===== config.mk =====
export PLATFORM = sky130hd
export DESIGN_NAME = cp0_regs
export DESIGN_NICKNAME = d
export VERILOG_FILES = /design/src/rtl/cp0_pkg.sv /design/src/rtl/cp0_timer.sv /design/src/rtl/cp0_regs.sv
export SDC_FILE = /design/constraint.sdc
export NUM_CORES = 1
export LEC_CHECK = 0
export ABC_AREA = 1
export CORE_UTILIZATION = 30
export CTS_CLUSTER_DIAMETER = 80
export CTS_CLUSTER_SIZE = 8
export DETAILED_ROUTE_END_ITERATION = 8
export PLACE_DENSITY = 0.53
export SLEW_MARGIN = 20
export SYNTH_ARGS = -nofsm -noshare
export SYNTH_HDL_FRONTEND = slang
export SYNTH_HIERARCHICAL = 1
export SYNTH_SLANG_ARGS = --single-unit

===== constraint.sdc =====
create_clock -name clk -period 3.7 [get_ports clk]
set_clock_uncertainty 0.2 [all_clocks]
set_input_delay 0.37 -clock clk [delete_from_list [all_inputs] [get_ports clk]]
set_output_delay 0.37 -clock clk [all_outputs]
set_load 0.01 [all_outputs]

===== src/rtl/cp0_pkg.sv =====
// CP0 register numbers, bit positions, exception codes and write masks
// shared by the coprocessor-0 register bank and its timer.
package cp0_pkg;

    localparam logic [4:0] CP0_BADVADDR = 5'd8;
    localparam logic [4:0] CP0_COUNT    = 5'd9;
    localparam logic [4:0] CP0_COMPARE  = 5'd11;
    localparam logic [4:0] CP0_STATUS   = 5'd12;
    localparam logic [4:0] CP0_CAUSE    = 5'd13;
    localparam logic [4:0] CP0_EPC      = 5'd14;

    localparam int ST_IE     = 0;
    localparam int ST_EXL    = 1;
    localparam int ST_IM_LO  = 8;
    localparam int ST_IM_HI  = 15;
    localparam int ST_BEV    = 22;

    localparam int CA_BD     = 31;
    localparam int CA_TI     = 30;
    localparam int CA_IP_LO  = 8;
    localparam int CA_IP_HI  = 15;
    localparam int CA_EXC_LO = 2;
    localparam int CA_EXC_HI = 6;

    localparam logic [4:0] EXC_INT  = 5'd0;
    localparam logic [4:0] EXC_ADEL = 5'd4;
    localparam logic [4:0] EXC_ADES = 5'd5;
    localparam logic [4:0] EXC_SYS  = 5'd8;
    localparam logic [4:0] EXC_BP   = 5'd9;
    localparam logic [4:0] EXC_RI   = 5'd10;
    localparam logic [4:0] EXC_OV   = 5'd12;

    localparam logic [31:0] STATUS_WMASK = 32'h0040_FF03;
    localparam logic [31:0] CAUSE_WMASK  = 32'h0000_0300;
    localparam logic [31:0] STATUS_RESET = 32'h0040_0000;

    function automatic logic is_addr_exc(input logic [4:0] code);
        return (code == EXC_ADEL) || (code == EXC_ADES);
    endfunction

endpackage


===== src/rtl/cp0_timer.sv =====
// Count/Compare timer: Count advances every second cycle, TI is sticky
// once Count matches a non-zero Compare and is cleared by a Compare write.
module cp0_timer
    import cp0_pkg::*;
(
    input  logic        clk,
    input  logic        rst,
    input  logic        count_we,
    input  logic        compare_we,
    input  logic [31:0] wdata,
    output logic [31:0] count,
    output logic [31:0] compare,
    output logic        ti,
    output logic        ti_set,
    output logic        ti_clr
);

    logic div;

    assign ti_clr = compare_we;
    assign ti_set = (count == compare) && (compare != 32'd0);

    always_ff @(posedge clk) begin
        if (rst) begin
            count   <= 32'd0;
            compare <= 32'd0;
            div     <= 1'b0;
            ti      <= 1'b0;
        end else begin
            if (count_we) begin
                count <= wdata;
                div   <= 1'b0;
            end else begin
                div <= ~div;
                if (div)
                    count <= count + 32'd1;
            end
            if (compare_we)
                compare <= wdata;
            // a Compare write always wins over a coincident match
            if (ti_clr)
                ti <= 1'b0;
            else if (ti_set)
                ti <= 1'b1;
        end
    end

endmodule


===== src/rtl/cp0_regs.sv =====
// Coprocessor-0 register bank: exception capture, eret, mtc0/mfc0,
// PC redirect pulse and interrupt request from the Count/Compare timer.
module cp0_regs
    import cp0_pkg::*;
#(
    parameter logic [31:0] RESET_VECTOR_BEV = 32'hBFC0_0380,
    parameter logic [31:0] EXC_VECTOR       = 32'h8000_0180
) (
    input  logic        clk,
    input  logic        rst,
    input  logic        except_in,
    input  logic [31:0] cause_in,
    input  logic [31:0] state_in,
    input  logic [31:0] badpc_in,
    input  logic [31:0] badaddr_in,
    input  logic        eret,
    input  logic        mtc0_we,
    input  logic [4:0]  cp0_addr,
    input  logic [31:0] wdata,
    output logic [31:0] rdata,
    output logic        int_out,
    output logic        redirect,
    output logic [31:0] redirect_pc,
    output logic [31:0] epc_out,
    output logic [31:0] status_out,
    output logic [31:0] cause_out
);

    logic [31:0] status, epc, badvaddr, count, compare;
    logic        bd, ti, ti_set, ti_clr;
    logic [4:0]  exc_code;
    logic [1:0]  ip_sw;
    logic        wr;
    logic        unused_ok;

    // mtc0 only lands when neither an exception nor eret claims the cycle
    assign wr = mtc0_we & ~except_in & ~eret;
    assign unused_ok = ^{cause_in[30:7], cause_in[1:0],
                         state_in[31:2], state_in[0],
                         ti_set, ti_clr};

    cp0_timer u_timer (
        .clk        (clk),
        .rst        (rst),
        .count_we   (wr && cp0_addr == CP0_COUNT),
        .compare_we (wr && cp0_addr == CP0_COMPARE),
        .wdata      (wdata),
        .count      (count),
        .compare    (compare),
        .ti         (ti),
        .ti_set     (ti_set),
        .ti_clr     (ti_clr)
    );

    always_ff @(posedge clk) begin
        if (rst) begin
            status      <= STATUS_RESET;
            epc         <= 32'd0;
            badvaddr    <= 32'd0;
            bd          <= 1'b0;
            exc_code    <= 5'd0;
            ip_sw       <= 2'd0;
            redirect    <= 1'b0;
            redirect_pc <= 32'd0;
        end else if (except_in) begin
            epc              <= badpc_in;
            bd               <= cause_in[CA_BD];
            exc_code         <= cause_in[CA_EXC_HI:CA_EXC_LO];
            status[ST_EXL]   <= 1'b1 | state_in[ST_EXL];
            if (is_addr_exc(cause_in[CA_EXC_HI:CA_EXC_LO]))
                badvaddr <= badaddr_in;
            redirect    <= 1'b1;
            redirect_pc <= status[ST_BEV] ? RESET_VECTOR_BEV : EXC_VECTOR;
        end else if (eret) begin
            status[ST_EXL] <= 1'b0;
            redirect       <= 1'b1;
            redirect_pc    <= epc;
        end else begin
            redirect <= 1'b0;
            if (wr) begin
                case (cp0_addr)
                    CP0_STATUS: status <= wdata & STATUS_WMASK;
                    CP0_CAUSE:  ip_sw  <= wdata[9:8];
                    CP0_EPC:    epc    <= wdata;
                    default:    ;
                endcase
            end
        end
    end

    assign cause_out = {bd, ti, 14'd0, ti, 5'd0, ip_sw,
                        1'b0, exc_code, 2'd0};
    assign status_out = status;
    assign epc_out    = epc;

    assign int_out = status[ST_IE] & ~status[ST_EXL] &
                     |(cause_out[CA_IP_HI:CA_IP_LO] &
                       status[ST_IM_HI:ST_IM_LO]);

    always_comb begin
        rdata = 32'd0;
        case (cp0_addr)
            CP0_BADVADDR: rdata = badvaddr;
            CP0_COUNT:    rdata = count;
            CP0_COMPARE:  rdata = compare;
            CP0_STATUS:   rdata = status;
            CP0_CAUSE:    rdata = cause_out;
            CP0_EPC:      rdata = epc;
            default:      rdata = 32'd0;
        endcase
    end

endmodule


[Yosys cells after proc, flatten, opt, wreduce, memory -nomap -nowiden]
Index checks and enable logic that the tools add are counted.
Word-level totals
  input port bits: 170
  output and inout port bits: 162
  flip-flop bits (word level): 182
  word-level logic and storage cells: 68
Operators by class
  bitwise operators: 9
  eq/ne operators: 10
  reduce and logical (&&, ||, !) cells: 19
  multiplexer cells: 16
  add/sub/neg operators: 1
Operators by type and width (count)
  32-bit two-way mux: 8
  32-bit case mux with 6 select lines: 1
  32-bit by 1-bit adder with 32-bit output, second input constant: 1
  32-bit == test: 1
  32-bit nonzero test: 1
  5-bit by 4-bit == test with 1-bit output, second input constant: 6
  30-bit two-way mux: 1
  5-bit by 3-bit == test with 1-bit output, second input constant: 2
  8-bit AND: 1
  4-bit AND reduction: 2
  2-bit nonzero test: 4
  8-bit OR reduction: 1
  3-bit nonzero test: 2
  1-bit AND: 4
  1-bit two-way mux: 4
  2-bit two-way mux: 2
  1-bit inverter: 4
  2-bit AND reduction: 2
  2-bit OR reduction: 2
  1-bit logical AND: 3
  3-bit AND reduction: 1
  2-bit != test, second input constant: 1
  1-bit logical OR: 1

[Longest topological paths before layout]
Gate-level depths: netlist of run 1.
  depth after elaboration: 6
  depth in mapped cells: 12
  mapped depth without buffers: 12

[By module]
The synthesis of run 1 kept the hierarchy.
Modules (own cells, without submodules)
  cp0_regs: area an instance 6077.1 um^2, seq. area each 2322.2 um^2, times used 1, cells an instance 916
  cp0_timer: area an instance 3946.3 um^2, seq. area each 1321.3 um^2, times used 1, cells an instance 613

[Worst setup path after synthesis of run 1]
No wires, ideal clock.
  path type: in2reg
  start: input except_in
  end: register u_timer.compare[23]
  data required time: 3.384 ns
  stages: 9
  path buffers: 3
  setup slack: 1.572 ns
  setup time: 0.116 ns
  data arrival time: 1.812 ns
  cell sequence: buf_6 > nor2_4 > nand2_4 > nor3_1 > inv_1 > clkbuf_1 > clkbuf_1 > nor2_1 > nor2_1
On the way
  word-level cells in the longest chain between the ends: 4
Ends and longest elaborated chain
  start, declared: line cp0_regs.sv:11  | input logic except_in,
  1-bit inverter (no source line)
  1-bit AND (2 in series): line cp0_regs.sv:37  | assign wr = mtc0_we & ~except_in & ~eret;
  1-bit logical AND: line cp0_regs.sv:46  | .compare_we (wr && cp0_addr == CP0_COMPARE),
  end signal, assigned: line cp0_timer.sv:39  | compare <= wdata;
  end, declared: line cp0_timer.sv:12  | output logic [31:0] compare,
No other way between the ends.
A chain may end at the register's enable or synchronous reset.

[Worst setup path in the final report of run 1]
  start: input cp0_addr[3]
  end: output rdata[27]
On the way
  word-level cells in the longest chain between the ends: 2
  elaborated cells on any way between the ends: 7
  those cells by class: eq/ne: 6; mux: 1
Ends and longest elaborated chain
  start, declared: line cp0_regs.sv:18  | input logic [4:0] cp0_addr,
  5-bit by 4-bit == test with 1-bit output: line cp0_regs.sv:102  | case (cp0_addr)
  32-bit case mux with 6 select lines *: line cp0_regs.sv:102
  end, declared: line cp0_regs.sv:20  | output logic [31:0] rdata,
Mark *: on every way between the ends. The rest lies on a longest branch, timed or not.

==> impl_metrics.tcl, run 1 <==
set metrics [dict create \
    status "completed" \
    grt_max_degree 70 \
    antenna_found_initial 1 \
    drv_cap 0 \
    hold_violations 0 \
    vias_per_cell 4.91 \
    final_cells 2176 \
    clockRootBuffer "clkbuf_16" \
    vias 10700 \
    cts.path.max_buffers 2 \
    netlist_area_um2 10000 \
    p_per_area_nw_per_um2 349 \
    drive_above_1_share_pct 5.94 \
    path_max_fanout 25 \
    whs_ps 160 \
    start_kind "input port" \
    grt_pass1_wl_um 62300 \
    max_freq_ghz 0.315 \
    first_pass_iters 5 \
    drt-initial-drc-count 970 \
    power_frac_seq_pct 45.5 \
    endpoint_kind "output port" \
    gp_congestion 0.904 \
    slew_viol_final 0 \
    die_x_um 185 \
    ys_warn_count 6 \
    fin_crit_sh_pct 85.7 \
    io_buffers 230 \
    hpwl_um 32000 \
    final_nets 1891 \
    cts_made_buffers 17 \
    wl_per_cell_um 19.7 \
    slew_headroom_pct 44.8 \
    rsz0062_at_grt "false" \
    comb_power_share_pct 13.4 \
    rows 66 \
    grt_pass1_vias 9932 \
    cts.sinks 182 \
    grt.overflow.total 0 \
    p_total_mw 4.58 \
    hold_class "input port to register" \
    post_cts_buffers 0 \
    cts_tree "built" \
    syn_inst 1527 \
    avgSynthCellArea_um2 6.56 \
    switching_power_mw 1.33 \
    worstSetupPathType "input port to output port" \
    fin_crit_ps 3170 \
    drcViolationCount 0 \
    dieHeight_um 185 \
    routed_wl_um 42800 \
    setup-violations-final 0 \
    area_growth_syn_to_layout_pct 30.9 \
    intPower_mw 3.25 \
    clock_latency_ps 450 \
    setup_tns_ps 0 \
    cts_resized 0 \
    drtAntennaViolNets 0 \
    clock_power_share_pct 41.1 \
    hold_buffers 0 \
    track_usage_pct 24.9 \
    vdd_drop_max_v 0.000308 \
    path_clk_slew_ps 80 \
    dp_cells 2143 \
    worstMarginPinSlew_ps 825 \
    cp_data_required_time_ps 3130 \
    switching_share_pct 29.1 \
    critPathArrivalTime_ps 2600 \
    die_area_um2 34100 \
    core_area_um2 32700 \
    boundaryPins 332 \
    start_util_pct 30.6 \
    htreeDepth 4 \
    power.leakage_nw 5.42 \
]
## sequential cells by signal, summed over array words and instances (netlist names)
| signal | count |
|---|---|
| badvaddr | 32 |
| epc_out | 32 |
| redirect_pc | 32 |
| u_timer/compare | 32 |
| u_timer/count | 32 |
| status_out | 11 |
| exc_code | 5 |
| ip_sw | 2 |
| bd | 1 |
| redirect | 1 |
| u_timer/div | 1 |
| u_timer/ti | 1 |
## stage by stage
stage	util [%]	setup WS (ps)	cell area [µm²]
4_1_cts	40.1	529	13100
2_1_floorplan	-	1630	10200
6_report	40.1	528	13100
3_5_place_dp	38.3	542	12500
3_3_place_gp	38.3	565	12500
5_1_grt	40.1	389	13100
## worst paths after layout
check / start / endpoint / slack [ps] / cells past startpoint
hold reg to reg: badvaddr[2] / badvaddr[2] / 250 / 2
hold / removal: rst / u_timer/div / 160 / 2
setup / recovery: cp0_addr[3] / rdata[27] / 530 / 8
setup reg to reg: u_timer/count[1] / u_timer/count[20] / 1590 / 9
## final cells by class
class                      count  area, µm²
fill                        3511      19600
clock inverter                15        160
inverter                     123        467
antenna                        1       2.50
clock buffer                  17        425
tap                          442        553
multi-input combinational   1138       5340
sequential                   182       3640
timing repair buffer         258       2510
## metal layers
| metal | share of wire (%) | up-vias | global-route usage, % |
|---|---|---|---|
| met5 | 0 | - | 0 |
| met4 | 2.7 | 0 | 8.50 |
| met3 | 6.9 | 59 | 4.29 |
| met2 | 46 | 463 | 40.7 |
| met1 | 44 | 4944 | 33.0 |
| li1 | - | 5228 | - |
## cells in the final DEF, fill, tap and decap left out, types with 10 or more instances in the layout
master,instances
a21oi_1,99
a22oi_1,36
buf_4,27
clkbuf_16,17
clkdlybuf4s50_1,228
conb_1,43
dfxtp_1,182
inv_1,112
mux2i_1,12
nand2_1,404
nand3_1,142
nand4_1,10
nor2_1,203
nor2_2,10
o21ai_0,96
xnor2_1,19
## critical path: stages
cell             delay (ps)
clkdlybuf4s50_1         500
nand2_1                 120
inv_1                   140
nand3_1                 130
inv_2                   460
nand2_1                 110
nand3_1                 180
clkdlybuf4s50_1         590
## power by group through the flow
stage          registers (mW)  logic, mW  clock network [mW]
2_1_floorplan            2.12      0.290                   0
3_3_place_gp             2.13      0.611                   0
3_5_place_dp             2.13      0.611                   0
4_1_cts                  2.08      0.614                1.91
5_1_grt                  2.09      0.667                2.00
6_report                 2.08      0.614                1.88
No activity file was read; power rests on OpenSTA's default activity.
==> inputs of run 2 (changes only) <==
- PLACE_DENSITY: 0.53 -> unset
- PLACE_DENSITY_LB_ADDON: unset -> 0.15
==> impl_metrics.tcl, run 2 (synthesis gave the netlist of run 1 again) <==
set metrics [dict create \
    grt.overflow.total 0 \
    core_area_um2 32700 \
    fin_crit_ps 3180 \
    setup-violations-final 0 \
    post_cts_buffers 0 \
    hold_violations 0 \
    path_clk_slew_ps 80 \
    mostFrequentLayoutCell "nand2_1" \
    status "completed" \
    antennaDiodeCount 0 \
    critPathArrivalTime_ps 2610 \
    cp_cell_sequence "clkdlybuf4s50_1 -> nor2_1 -> nand3_1 -> inv_2 -> nand2_1 -> nand3_1 -> clkdlybuf4s50_1" \
    p_per_area_nw_per_um2 352 \
    dieHeight_um 185 \
    htreeDepth 4 \
    setup_ws_ps 523 \
    cts_tree "built" \
    hpwl_um 32200 \
    die_area_um2 34100 \
    first_pass_iters 5 \
    vias_per_cell 4.98 \
    path_max_fanout 25 \
    multi_input_area_um2 5340 \
    cts.path.max_buffers 2 \
    die_x_um 185 \
    cp_slowest_cell "clkdlybuf4s50_1" \
    hold_class "input port to register" \
    cts.sinks 182 \
    start_kind "input port" \
    dpl_worst_slack_ps 534 \
    cts_resized 0 \
    antenna_found_initial 0 \
    grt_max_degree 70 \
    gp_congestion 0.914 \
    io_buffers 230 \
    area_growth_syn_to_layout_pct 31.1 \
    r2r_slack_ps 1600 \
    vias 10800 \
    slew_headroom_pct 45.0 \
    max_freq_ghz 0.315 \
    final_cells 2174 \
    slew_viol_final 0 \
    track_usage_pct 25.3 \
    setup_tns_ps 0 \
    fin_area_um2 13100 \
    cp_data_required_time_ps 3130 \
    fin_crit_sh_pct 85.9 \
    rsz0062_at_grt "false" \
    drt-initial-drc-count 831 \
    p_total_mw 4.62 \
    grt_pass1_vias 10100 \
    worstSetupPathType "input port to output port" \
    worstMarginPinSlew_ps 822 \
    clock_latency_ps 450 \
    hold_buffers 0 \
    drcViolationCount 0 \
    dp_cells 2142 \
    cp_slowest_stage_delay_ps 580 \
    drive_above_1_share_pct 5.89 \
    final_nets 1890 \
    vdd_drop_max_v 0.000307 \
    cts_made_buffers 17 \
    final_cell_mix "nand2_1, clkdlybuf4s50_1, nor2_1" \
    drv_cap 0 \
    ff_latch_area_um2 3640 \
    fill_cells 3556 \
    place_area_um2 12500 \
    grt_pass1_wl_um 63600 \
    rows 66 \
    boundaryPins 332 \
    endpoint_kind "output port" \
    start_util_pct 30.6 \
    drtAntennaViolNets 0 \
    clockRootBuffer "clkbuf_16" \
    power.leakage_nw 5.43 \
    routed_wl_um 43100 \
    wl_per_cell_um 19.8 \
]
run 2: area by class of cell:
cell class | count | share of cell area (%)
tap | 442 | 4.21
inverter | 123 | 3.55
multi-input combinational | 1138 | 40.7
clock buffer | 18 | 3.35
clock inverter | 14 | 1.37
timing repair buffer | 257 | 19.1
sequential | 182 | 27.8
run 2: worst max-delay path: cells and delay by family:
family        cells  cell delay (ps)
buf+inv           3             1500
simple gates      4              730
run 2: where the power goes:
part	total [mW]	internal (mW)	switching, mW	leakage [nW]
Sequential	2.08	2.02	0.0636	1.48
Combinational	0.620	0.272	0.348	3.65
Clock	1.92	0.939	0.981	0.299
run 2: routing by layer:
metal	GRT usage, %	up-vias	wire [µm]
met5	0	-	0
met4	9.45	0	1210
met3	3.91	57	2980
met2	41.5	455	19600
met1	33.4	5094	19300
li1	-	5219	-
run 2: metrics by stage:
| stage | utilization [%] | hold WS (ps) |
|---|---|---|
| 2_1_floorplan | - | 225 |
| 3_3_place_gp | 38.2 | 241 |
| 3_5_place_dp | 38.3 | 248 |
| 4_1_cts | 40.1 | 102 |
| 5_1_grt | 40.1 | 110 |
| 6_report | 40.1 | 116 |
run 2: worst paths after layout:
path,start,to,cells past startpoint
setup / recovery,cp0_addr[0],rdata[7],7
hold / removal,rst,u_timer/div,2
setup reg to reg,u_timer/count[1],u_timer/count[20],9
hold reg to reg,badvaddr[2],badvaddr[2],2
